File: config.mk
export PLATFORM = sky130hd
export DESIGN_NAME = rvfi_trace_gen
export DESIGN_NICKNAME = d
export VERILOG_FILES = /design/src/rtl/rvfi_trace_pkg.sv /design/src/rtl/rvfi_issue_fifo.sv /design/src/rtl/rvfi_trace_gen.sv
export SDC_FILE = /design/constraint.sdc
export NUM_CORES = 1
export LEC_CHECK = 0
export ABC_AREA = 1
export BUFFER_PORTS_ARGS = -buffer_cell sky130_fd_sc_hd__buf_2
export CAP_MARGIN = 10
export CORE_AREA = 5 5 272 274
export DETAILED_ROUTE_END_ITERATION = 12
export DIE_AREA = 0 0 277 279
export PLACE_DENSITY = 0.88
export SLEW_MARGIN = 5
export SYNTH_ARGS = -nofsm -noshare
export SYNTH_HDL_FRONTEND = slang
export SYNTH_SLANG_ARGS = --single-unit
export TNS_END_PERCENT = 100
File: constraint.sdc
create_clock -name g_clk -period 40.6 [get_ports g_clk]
set_clock_uncertainty 0.1 [all_clocks]
set_input_delay 8.12 -clock g_clk [delete_from_list [all_inputs] [get_ports g_clk]]
set_output_delay 8.12 -clock g_clk [all_outputs]
set_load 0.02 [all_outputs]
File: src/rtl/rvfi_trace_pkg.sv
// Shared types and constants for the RVFI trace generator: issue/retire
// records and the retire-side field masking rule.
package rvfi_trace_pkg;

  // Struct widths follow this constant; the top-level XLEN must match it.
  localparam int unsigned TRC_XLEN = 32;
  localparam int unsigned TRC_MW   = TRC_XLEN / 8;

  localparam logic [1:0] RVFI_MODE_M = 2'd3;
  localparam logic [1:0] RVFI_IXL_32 = 2'd1;

  typedef struct packed {
    logic [31:0]         insn;
    logic [TRC_XLEN-1:0] pc;
    logic [4:0]          rs1_addr;
    logic [4:0]          rs2_addr;
    logic [TRC_XLEN-1:0] rs1_rdata;
    logic [TRC_XLEN-1:0] rs2_rdata;
  } issue_rec_t;

  typedef struct packed {
    logic                trap;
    logic [4:0]          rd_addr;
    logic [TRC_XLEN-1:0] rd_wdata;
    logic [TRC_XLEN-1:0] pc_wdata;
    logic [TRC_XLEN-1:0] mem_addr;
    logic [TRC_MW-1:0]   mem_rmask;
    logic [TRC_MW-1:0]   mem_wmask;
    logic [TRC_XLEN-1:0] mem_rdata;
    logic [TRC_XLEN-1:0] mem_wdata;
  } ret_rec_t;

  // x0 never reports a written value; a trapped instruction writes nothing.
  function automatic ret_rec_t mask_ret(input ret_rec_t r);
    ret_rec_t m;
    m = r;
    if (r.rd_addr == 5'd0) m.rd_wdata = '0;
    if (r.trap) begin
      m.rd_addr   = '0;
      m.rd_wdata  = '0;
      m.mem_rmask = '0;
      m.mem_wmask = '0;
    end
    return m;
  endfunction

endpackage

File: src/rtl/rvfi_issue_fifo.sv
// In-order FIFO of issue records. A push coincident with flush survives and
// becomes the only entry; pops on empty and pushes on full are ignored.
module rvfi_issue_fifo
  import rvfi_trace_pkg::*;
#(
  parameter int DEPTH = 4
) (
  input  logic       g_clk,
  input  logic       g_reset,
  input  logic       push,
  input  logic       pop,
  input  logic       flush,
  input  issue_rec_t wr_data,
  output logic       full,
  output logic       empty,
  output issue_rec_t head
);

  localparam int AW = $clog2(DEPTH);

  logic [AW:0] wr_ptr;
  logic [AW:0] rd_ptr;
  issue_rec_t  mem [DEPTH];
  logic        do_push;
  logic        do_pop;

  assign full    = (wr_ptr[AW] != rd_ptr[AW]) && (wr_ptr[AW-1:0] == rd_ptr[AW-1:0]);
  assign empty   = (wr_ptr == rd_ptr);
  assign do_push = push && !full;
  assign do_pop  = pop && !empty;
  assign head    = mem[rd_ptr[AW-1:0]];

  always_ff @(posedge g_clk) begin
    if (g_reset) begin
      wr_ptr <= '0;
      rd_ptr <= '0;
    end else begin
      wr_ptr <= wr_ptr + (AW+1)'(do_push);
      if (flush)
        rd_ptr <= wr_ptr;
      else
        rd_ptr <= rd_ptr + (AW+1)'(do_pop);
    end
  end

  // NOTE: storage has no reset; the pointers alone decide which entries are live.
  always_ff @(posedge g_clk) begin
    if (do_push) mem[wr_ptr[AW-1:0]] <= wr_data;
  end

endmodule

File: src/rtl/rvfi_trace_gen.sv
// RVFI producer: merges the head issue record with the retire event into one
// registered rvfi_* packet per retired instruction.
module rvfi_trace_gen
  import rvfi_trace_pkg::*;
#(
  parameter int DEPTH = 4,
  parameter int XLEN  = TRC_XLEN
) (
  input  logic              g_clk,
  input  logic              g_reset,
  input  logic              iss_valid,
  output logic              iss_ready,
  input  logic [31:0]       iss_insn,
  input  logic [XLEN-1:0]   iss_pc,
  input  logic [4:0]        iss_rs1_addr,
  input  logic [4:0]        iss_rs2_addr,
  input  logic [XLEN-1:0]   iss_rs1_rdata,
  input  logic [XLEN-1:0]   iss_rs2_rdata,
  input  logic              ret_valid,
  input  logic              ret_trap,
  input  logic [4:0]        ret_rd_addr,
  input  logic [XLEN-1:0]   ret_rd_wdata,
  input  logic [XLEN-1:0]   ret_pc_wdata,
  input  logic [XLEN-1:0]   ret_mem_addr,
  input  logic [XLEN/8-1:0] ret_mem_rmask,
  input  logic [XLEN/8-1:0] ret_mem_wmask,
  input  logic [XLEN-1:0]   ret_mem_rdata,
  input  logic [XLEN-1:0]   ret_mem_wdata,
  input  logic              flush,
  output logic              rvfi_valid,
  output logic [63:0]       rvfi_order,
  output logic [31:0]       rvfi_insn,
  output logic [XLEN-1:0]   rvfi_pc_rdata,
  output logic [XLEN-1:0]   rvfi_pc_wdata,
  output logic [4:0]        rvfi_rs1_addr,
  output logic [4:0]        rvfi_rs2_addr,
  output logic [XLEN-1:0]   rvfi_rs1_rdata,
  output logic [XLEN-1:0]   rvfi_rs2_rdata,
  output logic [4:0]        rvfi_rd_addr,
  output logic [XLEN-1:0]   rvfi_rd_wdata,
  output logic [XLEN-1:0]   rvfi_mem_addr,
  output logic [XLEN/8-1:0] rvfi_mem_rmask,
  output logic [XLEN/8-1:0] rvfi_mem_wmask,
  output logic [XLEN-1:0]   rvfi_mem_rdata,
  output logic [XLEN-1:0]   rvfi_mem_wdata,
  output logic              rvfi_trap,
  output logic              rvfi_halt,
  output logic              rvfi_intr,
  output logic [1:0]        rvfi_mode,
  output logic [1:0]        rvfi_ixl,
  output logic              trc_error
);

  issue_rec_t iss_rec;
  issue_rec_t head;
  ret_rec_t   ret_rec;
  ret_rec_t   ret_m;
  logic       fifo_full;
  logic       fifo_empty;
  logic       pop_ok;
  logic [63:0] order_cnt;
  logic        intr_pending;

  assign iss_rec = '{insn: iss_insn, pc: iss_pc,
                     rs1_addr: iss_rs1_addr, rs2_addr: iss_rs2_addr,
                     rs1_rdata: iss_rs1_rdata, rs2_rdata: iss_rs2_rdata};

  assign ret_rec = '{trap: ret_trap, rd_addr: ret_rd_addr, rd_wdata: ret_rd_wdata,
                     pc_wdata: ret_pc_wdata, mem_addr: ret_mem_addr,
                     mem_rmask: ret_mem_rmask, mem_wmask: ret_mem_wmask,
                     mem_rdata: ret_mem_rdata, mem_wdata: ret_mem_wdata};
  assign ret_m   = mask_ret(ret_rec);

  assign iss_ready = !fifo_full;
  // A record pushed this cycle is not yet visible at the head, so no bypass.
  assign pop_ok    = ret_valid && !fifo_empty;
  assign rvfi_halt = 1'b0;
  assign rvfi_mode = RVFI_MODE_M;
  assign rvfi_ixl  = RVFI_IXL_32;

  rvfi_issue_fifo #(.DEPTH(DEPTH)) u_fifo (
    .g_clk   (g_clk),
    .g_reset (g_reset),
    .push    (iss_valid),
    .pop     (pop_ok),
    .flush   (flush),
    .wr_data (iss_rec),
    .full    (fifo_full),
    .empty   (fifo_empty),
    .head    (head)
  );

  // NOTE: all state here uses non-blocking assignment so every field of a
  // packet samples the same pre-edge values.
  always_ff @(posedge g_clk) begin
    if (g_reset) begin
      rvfi_valid     <= 1'b0;
      rvfi_order     <= '0;
      rvfi_insn      <= '0;
      rvfi_pc_rdata  <= '0;
      rvfi_pc_wdata  <= '0;
      rvfi_rs1_addr  <= '0;
      rvfi_rs2_addr  <= '0;
      rvfi_rs1_rdata <= '0;
      rvfi_rs2_rdata <= '0;
      rvfi_rd_addr   <= '0;
      rvfi_rd_wdata  <= '0;
      rvfi_mem_addr  <= '0;
      rvfi_mem_rmask <= '0;
      rvfi_mem_wmask <= '0;
      rvfi_mem_rdata <= '0;
      rvfi_mem_wdata <= '0;
      rvfi_trap      <= 1'b0;
      rvfi_intr      <= 1'b0;
      order_cnt      <= '0;
      intr_pending   <= 1'b0;
      trc_error      <= 1'b0;
    end else begin
      rvfi_valid <= pop_ok;
      if (ret_valid && fifo_empty) trc_error <= 1'b1;
      if (pop_ok) begin
        rvfi_order     <= order_cnt;
        rvfi_insn      <= head.insn;
        rvfi_pc_rdata  <= head.pc;
        rvfi_rs1_addr  <= head.rs1_addr;
        rvfi_rs2_addr  <= head.rs2_addr;
        rvfi_rs1_rdata <= head.rs1_rdata;
        rvfi_rs2_rdata <= head.rs2_rdata;
        rvfi_pc_wdata  <= ret_m.pc_wdata;
        rvfi_rd_addr   <= ret_m.rd_addr;
        rvfi_rd_wdata  <= ret_m.rd_wdata;
        rvfi_mem_addr  <= ret_m.mem_addr;
        rvfi_mem_rmask <= ret_m.mem_rmask;
        rvfi_mem_wmask <= ret_m.mem_wmask;
        rvfi_mem_rdata <= ret_m.mem_rdata;
        rvfi_mem_wdata <= ret_m.mem_wdata;
        rvfi_trap      <= ret_m.trap;
        rvfi_intr      <= intr_pending;
        intr_pending   <= ret_m.trap;
        order_cnt      <= order_cnt + 64'd1;
      end
    end
  end

endmodule

[After elaboration in Yosys (flattened, before gate mapping)]
Memory sizes are Yosys's and may differ from the RTL's. A register that Yosys moved wholly into a read port is not among the register bits.
Index checks and enable logic that the tools add are counted.
Word-level totals
  register bits after elaboration: 311
  bits in latches: 0
  RAM bits: 552
  ROM bits: 0
  input bits: 317
  output and inout bits: 385
  logic and storage cells: 37
  memories kept: 1
Cells by class
  add/subtract/negate cells: 3
  multiply operators: 0
  div/mod/pow operators: 0
  $lt $le $gt $ge: 0
  equal/unequal tests: 3
  shifts and indexed selects: 0
  muxes and demuxes: 6
  bitwise operators: 0
  reductions and logical operators: 8
Memories
  u_fifo.mem: depth 4, width 138, read ports 1, clocked after memory_dff 1, wr ports 1, line rvfi_issue_fifo.sv:23  | issue_rec_t mem [DEPTH];
Operator list (number)
  64-bit by 1-bit adder with 64-bit output (second input constant): 1
  37-bit 2-to-1 mux: 1
  32-bit 2-to-1 mux: 1
  8-bit 2-to-1 mux: 1
  3-bit by 1-bit adder with 3-bit output: 2
  1-bit logical AND: 5
  5-bit logical NOT: 1
  3-bit equality test: 1
  3-bit 2-to-1 mux: 1
  2-bit equality test: 1
  1-bit logical NOT: 2
  1-bit 2-to-1 mux: 2
  1-bit inequality test: 1

[Longest topological paths before layout]
Gate-level depths: netlist of the first run.
  depth after elaboration: 6
  depth in mapped cells: 13
  depth with buffers taken out: 11

[By module]
A second synthesis of the first run with hierarchy kept.
Second synthesis, totals
  cell total of the unflattened synthesis: 3631
  area, all modules: 37354.6 um^2
By module, submodules not included
  rvfi_issue_fifo: instances 1, cells each 1386, area an instance 20708.6 um^2, seq. area each 16696.0 um^2
  rvfi_trace_gen: instances 1, cells each 2245, area an instance 16646.0 um^2, seq. area each 8868.5 um^2

[Worst setup path after synthesis of the first run]
OpenSTA, ideal clock, no wires.
  path kind: input -> register
  start: input iss_valid
  end: memory u_fifo.mem[1][0] (netlist name) (enable)
  setup time: 805 ps
  arrival: 17548 ps
  data required time: 39695 ps
  slack: 22147 ps
  cell stages on the path: 2
  path buffers: 0
  cells stage by stage: nand2_1 nor3_1
On the way
  word-level cells in the longest chain between the ends: 3
Ends and longest elaborated chain
  from (decl): line rvfi_trace_gen.sv:11  | input logic iss_valid,
  1-bit logical AND: line rvfi_issue_fifo.sv:29  | assign do_push = push && !full;
  1-bit 2-to-1 mux: line rvfi_issue_fifo.sv:48  | if (do_push) mem[wr_ptr[AW-1:0]] <= wr_data;
  1-bit 2-to-1 mux (not written as such): line rvfi_issue_fifo.sv:48
  to (decl): line rvfi_issue_fifo.sv:23
Every way passes these cells.

[Worst setup path after layout of the first run]
  start: register u_fifo.rd_ptr[1]
  end: output iss_ready
On the way
  word-level cells in the longest chain between the ends: 3
Ends and longest elaborated chain
  from (decl): line rvfi_issue_fifo.sv:22  | logic [AW:0] rd_ptr;
  from (signal assigned): line rvfi_issue_fifo.sv:40  | rd_ptr <= wr_ptr;
  from (signal assigned): line rvfi_issue_fifo.sv:42  | rd_ptr <= rd_ptr + (AW+1)'(do_pop);
  2-bit equality test: line rvfi_issue_fifo.sv:27  | assign full = (wr_ptr[AW] != rd_ptr[AW]) && (wr_ptr[AW-1:0] == rd_ptr[AW-1:0]);
  1-bit logical AND: line rvfi_issue_fifo.sv:27
  1-bit logical NOT: line rvfi_trace_gen.sv:74  | assign iss_ready = !fifo_full;
  to (decl): line rvfi_trace_gen.sv:12  | output logic iss_ready,
Every way passes these cells.

==> flow_summary.toml, run 1 <==
[run_status]
outcome = "finished clean"

[sta]
relSlewSlack_pct = 9.61
fin_setup_tns_ns = 0
post-route-min-period_ns = 11.27
maxSlewViolCount = 0
hold_viol_final = 0
timing.fmax_ghz = 0.0887
worst_pin_slew_ns = 1.36
setup_viol = 0
min_period_over_period_pct = 27.8
hold_slack_ns = 0.364
rsz0062_at_grt = "no"

[finish]
most-common-layout-cells = "nor2_1 (1054), buf_2 (696), o21ai_0 (607)"
fill_cells = 5285
design.final.nets = 4593
fin_util_pct = 63.0
final_common_cell = "nor2_1"
area_delta_synth_final_pct = 19.2
drive_above_1_share_pct = 20.6

[setup_path]
rrSetupSlack_ns = 35.32
path_class = "reg -> out"
start_kind = "register"
r2r-start = "u_fifo.rd_ptr[1]"
crit_arrival_ns = 3.05
cp_max_fo = 55
cp.required_ns = 32.38
end_kind = "primary output"
reg2reg_depth = 12
r2r-end = "u_fifo.rd_ptr[1]"

[detailed_routing]
post_drt_wl_per_cell_microns = 22.2
viasPerCell = 5.68
wirelength_mm = 119
first_iter_violations = 3372
dr.pass1.iters = 6
drc = 0
vias = 30285
drtAntennaViolNets = 0

[clocking]
cts_root_buf = "clkbuf_16"
cts_htree_levels = 3
clock-sinks = 1001
clkLatencyLatePin_ns = 0.68
cts_max_path_buffers = 3
cts_tree = "done"
post_cts_resized = 0
hold_buffers = 0
postCtsSetupRepairBufs = 0
cts.clk_slew.worst_paths_ns = 0.06
cts_buffers = 96

[min_path]
worstHoldEndpoint = "rvfi_mem_wmask[0]"
hold_start = "rvfi_mem_wmask[0]"
hp-class = "reg -> reg"
hold_depth = 2

[synthesis]
syn_area_sq_mm = 0.0376
async_flop_share_pct = 0
netlist_instances = 3692
synth-edff-count = 552
synth_seq_area_share_pct = 68.0
synth.distinct_cells = 39
ys_warn_count = 0
ys_ff_latch = 1001
avgSynthCellArea_sq_um = 10.2
synth_ff_type = "edfxtp_1"

[global_routing]
antenna_found_initial = 64
grt_start_max_net_pins = 243
grt_pass1_wl_mm = 175
gr-total-overflow = 0
grt_pass1_vias = 28682
grt_usage_pct = 29.1

[power_and_ir_drop]
totalPowerFinal_mw = 2.47
cellPowerDensity_mw_per_mm2 = 55.1
leakage_nw = 17.4
ir_drop_mv = 0.0494

[floorplan]
die_h_microns = 279
die_x_microns = 277
io_pins = 702
fp.dieArea_sq_mm = 0.0773
initial_core_util_pct = 52.9
core_area_sq_mm = 0.0711
rows = 98

[place]
gp_congestion = 1.00
io_buffers = 696
dp_hpwl_mm = 74.9

[job]
drv_cap = 0
==> where the power goes <==
group          switching (mW)  leakage, nW  internal, mW
clock network           0.397         1.57         0.507
logic                   0.262         7.05         0.101
registers              0.0452         8.75          1.16
total                   0.705         17.4          1.76
==> worst max-delay path, stage by stage (launching register included) <==
cell,delay (ns)
dfxtp_4,0.63
buf_4,0.67
inv_4,0.23
nand2_1,0.13
nand2_1,0.12
nand4_1,0.35
buf_2,0.25
==> metal layers <==
metal	global-route usage, %	routed length (microns)
met3	8.27	11800
met1	31.9	39400
met4	17.9	8480
met5	0	206
met2	50.3	58800
==> registers in the layout (all words and copies together) (netlist names), 4 cells and up <==
register and count:
rvfi_rs1_addr 5, rvfi_rd_addr 5, rvfi_order 64, u_fifo.mem 552, rvfi_insn 32, rvfi_mem_rmask 4
rvfi_pc_wdata 32, rvfi_rd_wdata 32, rvfi_mem_addr 32, order_cnt 64, rvfi_pc_rdata 32, rvfi_mem_rdata 32
rvfi_rs2_rdata 32, rvfi_mem_wmask 4, rvfi_rs2_addr 5, rvfi_mem_wdata 32, rvfi_rs1_rdata 32
==> Yosys cell counts, types with 14 or more instances <==
cell type	count	area, sq um
nand3_1	83	415
o21ai_1	42	210
inv_1	96	360
o21ai_0	607	3040
nand2_1	242	908
clkbuf_1	114	428
nor2_1	1054	3960
edfxtp_1	552	16600
buf_4	14	105
dfxtp_1	449	8990
buf_2	84	420
nand4_1	40	250
a31oi_1	140	876
nor3_1	26	130
a21oi_1	72	360
==> kinds of logic after synthesis <==
family | after synthesis | synth area share (%)
AND/OR/NAND/NOR | 1469 | 15.6
flip-flops | 1001 | 68.0
AO/OA/AOI/OAI | 872 | 12.2
other | 2 | 0.0200
XOR/XNOR | 5 | 0.136
adder cells (fa/ha/maj) | 5 | 0.166
buffers and inverters | 338 | 3.86
==> stage by stage <==
step / instance area [sq um] / worst slack, ns / cells
finish: 44800 / 29.33 / 5334
global route: 44800 / 29.15 / 5320
CTS: 44700 / 29.29 / 5301
detailed placement: 41500 / 29.14 / 5123
global placement: 41500 / 29.11 / 5123
floorplan: 37600 / 22.15 / 3695
==> final cells by class <==
type	instances	area, sq um	area share, %
Antenna cell	33	82.6	0.184
Tap cell	950	1190	2.65
Timing Repair Buffer	715	3690	8.23
Multi-Input combinational cell	2356	10600	23.7
Inverter	101	410	0.916
Clock inverter	38	495	1.11
Clock buffer	140	2740	6.11
Sequential cell	1001	25600	57.1
==> how the worst max path moves through the flow <==
stage | from | slack [ns] | to
floorplan | iss_valid | 22.15 | u_fifo.mem[1][0]
global placement | ret_valid | 29.11 | u_fifo.rd_ptr[2]
detailed placement | ret_valid | 29.14 | u_fifo.rd_ptr[1]
CTS | u_fifo.rd_ptr[1] | 29.29 | iss_ready
global route | u_fifo.rd_ptr[1] | 29.15 | iss_ready
finish | u_fifo.rd_ptr[1] | 29.33 | iss_ready
Power figures use the tool's default switching activity.
==> run 2, diff against run 1 <==
--- a/config.mk
+++ b/config.mk
@@ -8,10 +8,10 @@
 export ABC_AREA = 1
 export BUFFER_PORTS_ARGS = -buffer_cell sky130_fd_sc_hd__buf_2
 export CAP_MARGIN = 10
-export CORE_AREA = 5 5 272 274
+export CORE_MARGIN = 5
+export CORE_UTILIZATION = 50
 export DETAILED_ROUTE_END_ITERATION = 12
-export DIE_AREA = 0 0 277 279
-export PLACE_DENSITY = 0.88
+export PLACE_DENSITY = 0.87
 export SLEW_MARGIN = 5
 export SYNTH_ARGS = -nofsm -noshare
 export SYNTH_HDL_FRONTEND = slang
==> constraint.sdc (replaced) <==
create_clock -name g_clk -period 9.6 [get_ports g_clk]
set_clock_uncertainty 0.1 [all_clocks]
set_input_delay 1.92 -clock g_clk [delete_from_list [all_inputs] [get_ports g_clk]]
set_output_delay 1.92 -clock g_clk [all_outputs]
set_load 0.02 [all_outputs]
==> flow_summary.toml, run 2 (same netlist as run 1, synthesis figures left out) <==
[clocking]
cts_buffers = 99
cts_root_buf = "clkbuf_16"
cts_max_path_buffers = 3
cts_tree = "done"
cts.clk_slew.worst_paths_ns = 0.06
clkLatencyLatePin_ns = 0.70
cts_htree_levels = 3
clock-sinks = 1001
hold_buffers = 0
postCtsSetupRepairBufs = 0
post_cts_resized = 0

[detailed_routing]
drc = 0
post_drt_wl_per_cell_microns = 21.5
first_iter_violations = 2907
vias = 29914
dr.pass1.iters = 6
drtAntennaViolNets = 0
viasPerCell = 5.59
wirelength_mm = 115

[finish]
most-common-layout-cells = "nor2_1 (1054), buf_2 (696), o21ai_0 (607)"
stdcell_count = 5354
final_common_cell = "nor2_1"
drive_above_1_share_pct = 21.0
largest_reg_flops = 552
fin_util_pct = 60.7
area_delta_synth_final_pct = 20.1
design.final.nets = 4596

[sta]
timing.fmax_ghz = 0.221
setup_viol = 0
worst_pin_slew_ns = 1.26
rsz0062_at_grt = "no"
worst_slack_ns = 5.08
post-route-min-period_ns = 4.52
relSlewSlack_pct = 16.2
hold_viol_final = 0
min_period_over_period_pct = 47.0
maxSlewViolCount = 0

[global_routing]
grt_usage_pct = 27.1
antenna_found_initial = 48
gr-total-overflow = 0
grt_pass1_vias = 28658
grt_pass1_wl_mm = 172
grt_start_max_net_pins = 233

[min_path]
hp-class = "reg -> reg"
worstHoldEndpoint = "rvfi_mem_rmask[0]"
hold_start = "rvfi_mem_rmask[0]"
hold_depth = 2

[setup_path]
cp.required_ns = 10.07
r2r-start = "u_fifo.rd_ptr[1]"
cp_max_fo = 232
rrSetupSlack_ns = 5.08
r2r-end = "rvfi_pc_rdata[6]"
path_class = "reg -> reg"
crit_arrival_ns = 4.99
end_kind = "register"
reg2reg_depth = 9
start_kind = "register"

[power_and_ir_drop]
ir_drop_mv = 0.188
leakage_nw = 17.6
cellPowerDensity_mw_per_mm2 = 238

[floorplan]
die_x_microns = 284
initial_core_util_pct = 50.5
fp.dieArea_sq_mm = 0.0808
core_area_sq_mm = 0.0744
die_h_microns = 284
io_pins = 702
rows = 100

[run_status]
outcome = "finished clean"

[place]
place_ws_ns = 4.80
io_buffers = 696
dp_hpwl_mm = 72.7
gp_congestion = 0.983
placedCellCount = 5142

[job]
drv_cap = 0
[run 2: worst max path at each step]
stage	startpoint	end	slack [ns]	cells after the start
after floorplan	iss_valid	u_fifo.mem[1][0]	-2.65	2
after global placement	ret_valid	rvfi_rd_wdata[1]	4.90	5
after detailed placement	ret_valid	rvfi_rd_wdata[31]	4.80	5
after CTS	u_fifo.rd_ptr[1]	iss_ready	5.08	5
after global routing	u_fifo.rd_ptr[1]	rvfi_rd_wdata[31]	4.78	8
final	u_fifo.rd_ptr[1]	rvfi_pc_rdata[6]	5.08	9
[run 2: cell type report]
cell class / count / area [sq um]
diodes: 29 / 72.6
clock buffers: 125 / 2730
clock inverters: 58 / 866
fillers: 5719 / 29300
inverters: 101 / 410
multi-input cells: 2356 / 10600
flip-flops and latches: 1001 / 25600
well taps: 969 / 1210
repair buffers: 715 / 3690
[run 2: per-layer routing]
metal  track usage, %  routed length (microns)
met5                0                      195
met1             29.7                    38900
met4             13.5                     6420
met3             8.93                    11900
met2             47.3                    57900
[run 2: power breakdown]
part           internal [mW]  switching (mW)
clock network           2.46            1.69
logic                  0.426            1.10
registers               4.89           0.179
[run 2: metrics by stage]
| step | total power [mW] | hold slack [ns] | area (sq um) | setup TNS [ns] |
|---|---|---|---|---|
| global route | 11.2 | 0.390 | 45100 | 0 |
| finish | 10.7 | 0.365 | 45200 | 0 |
| floorplan | 6.10 | 0.345 | 37600 | -1464.14 |
| global placement | 6.60 | 0.352 | 41500 | 0 |
| CTS | 10.8 | 0.363 | 45100 | 0 |
| detailed placement | 6.66 | 0.354 | 41500 | 0 |
[run 2: worst max-delay path, cell delays in order (launching register included)]
cell     delay [ns]
dfxtp_4        0.66
inv_4          0.39
nand2_1        0.18
nand2_1        0.14
nand3_2        0.33
nand2_8        0.48
inv_16         0.50
buf_12         0.64
o21ai_0        0.28
a31oi_1        0.28
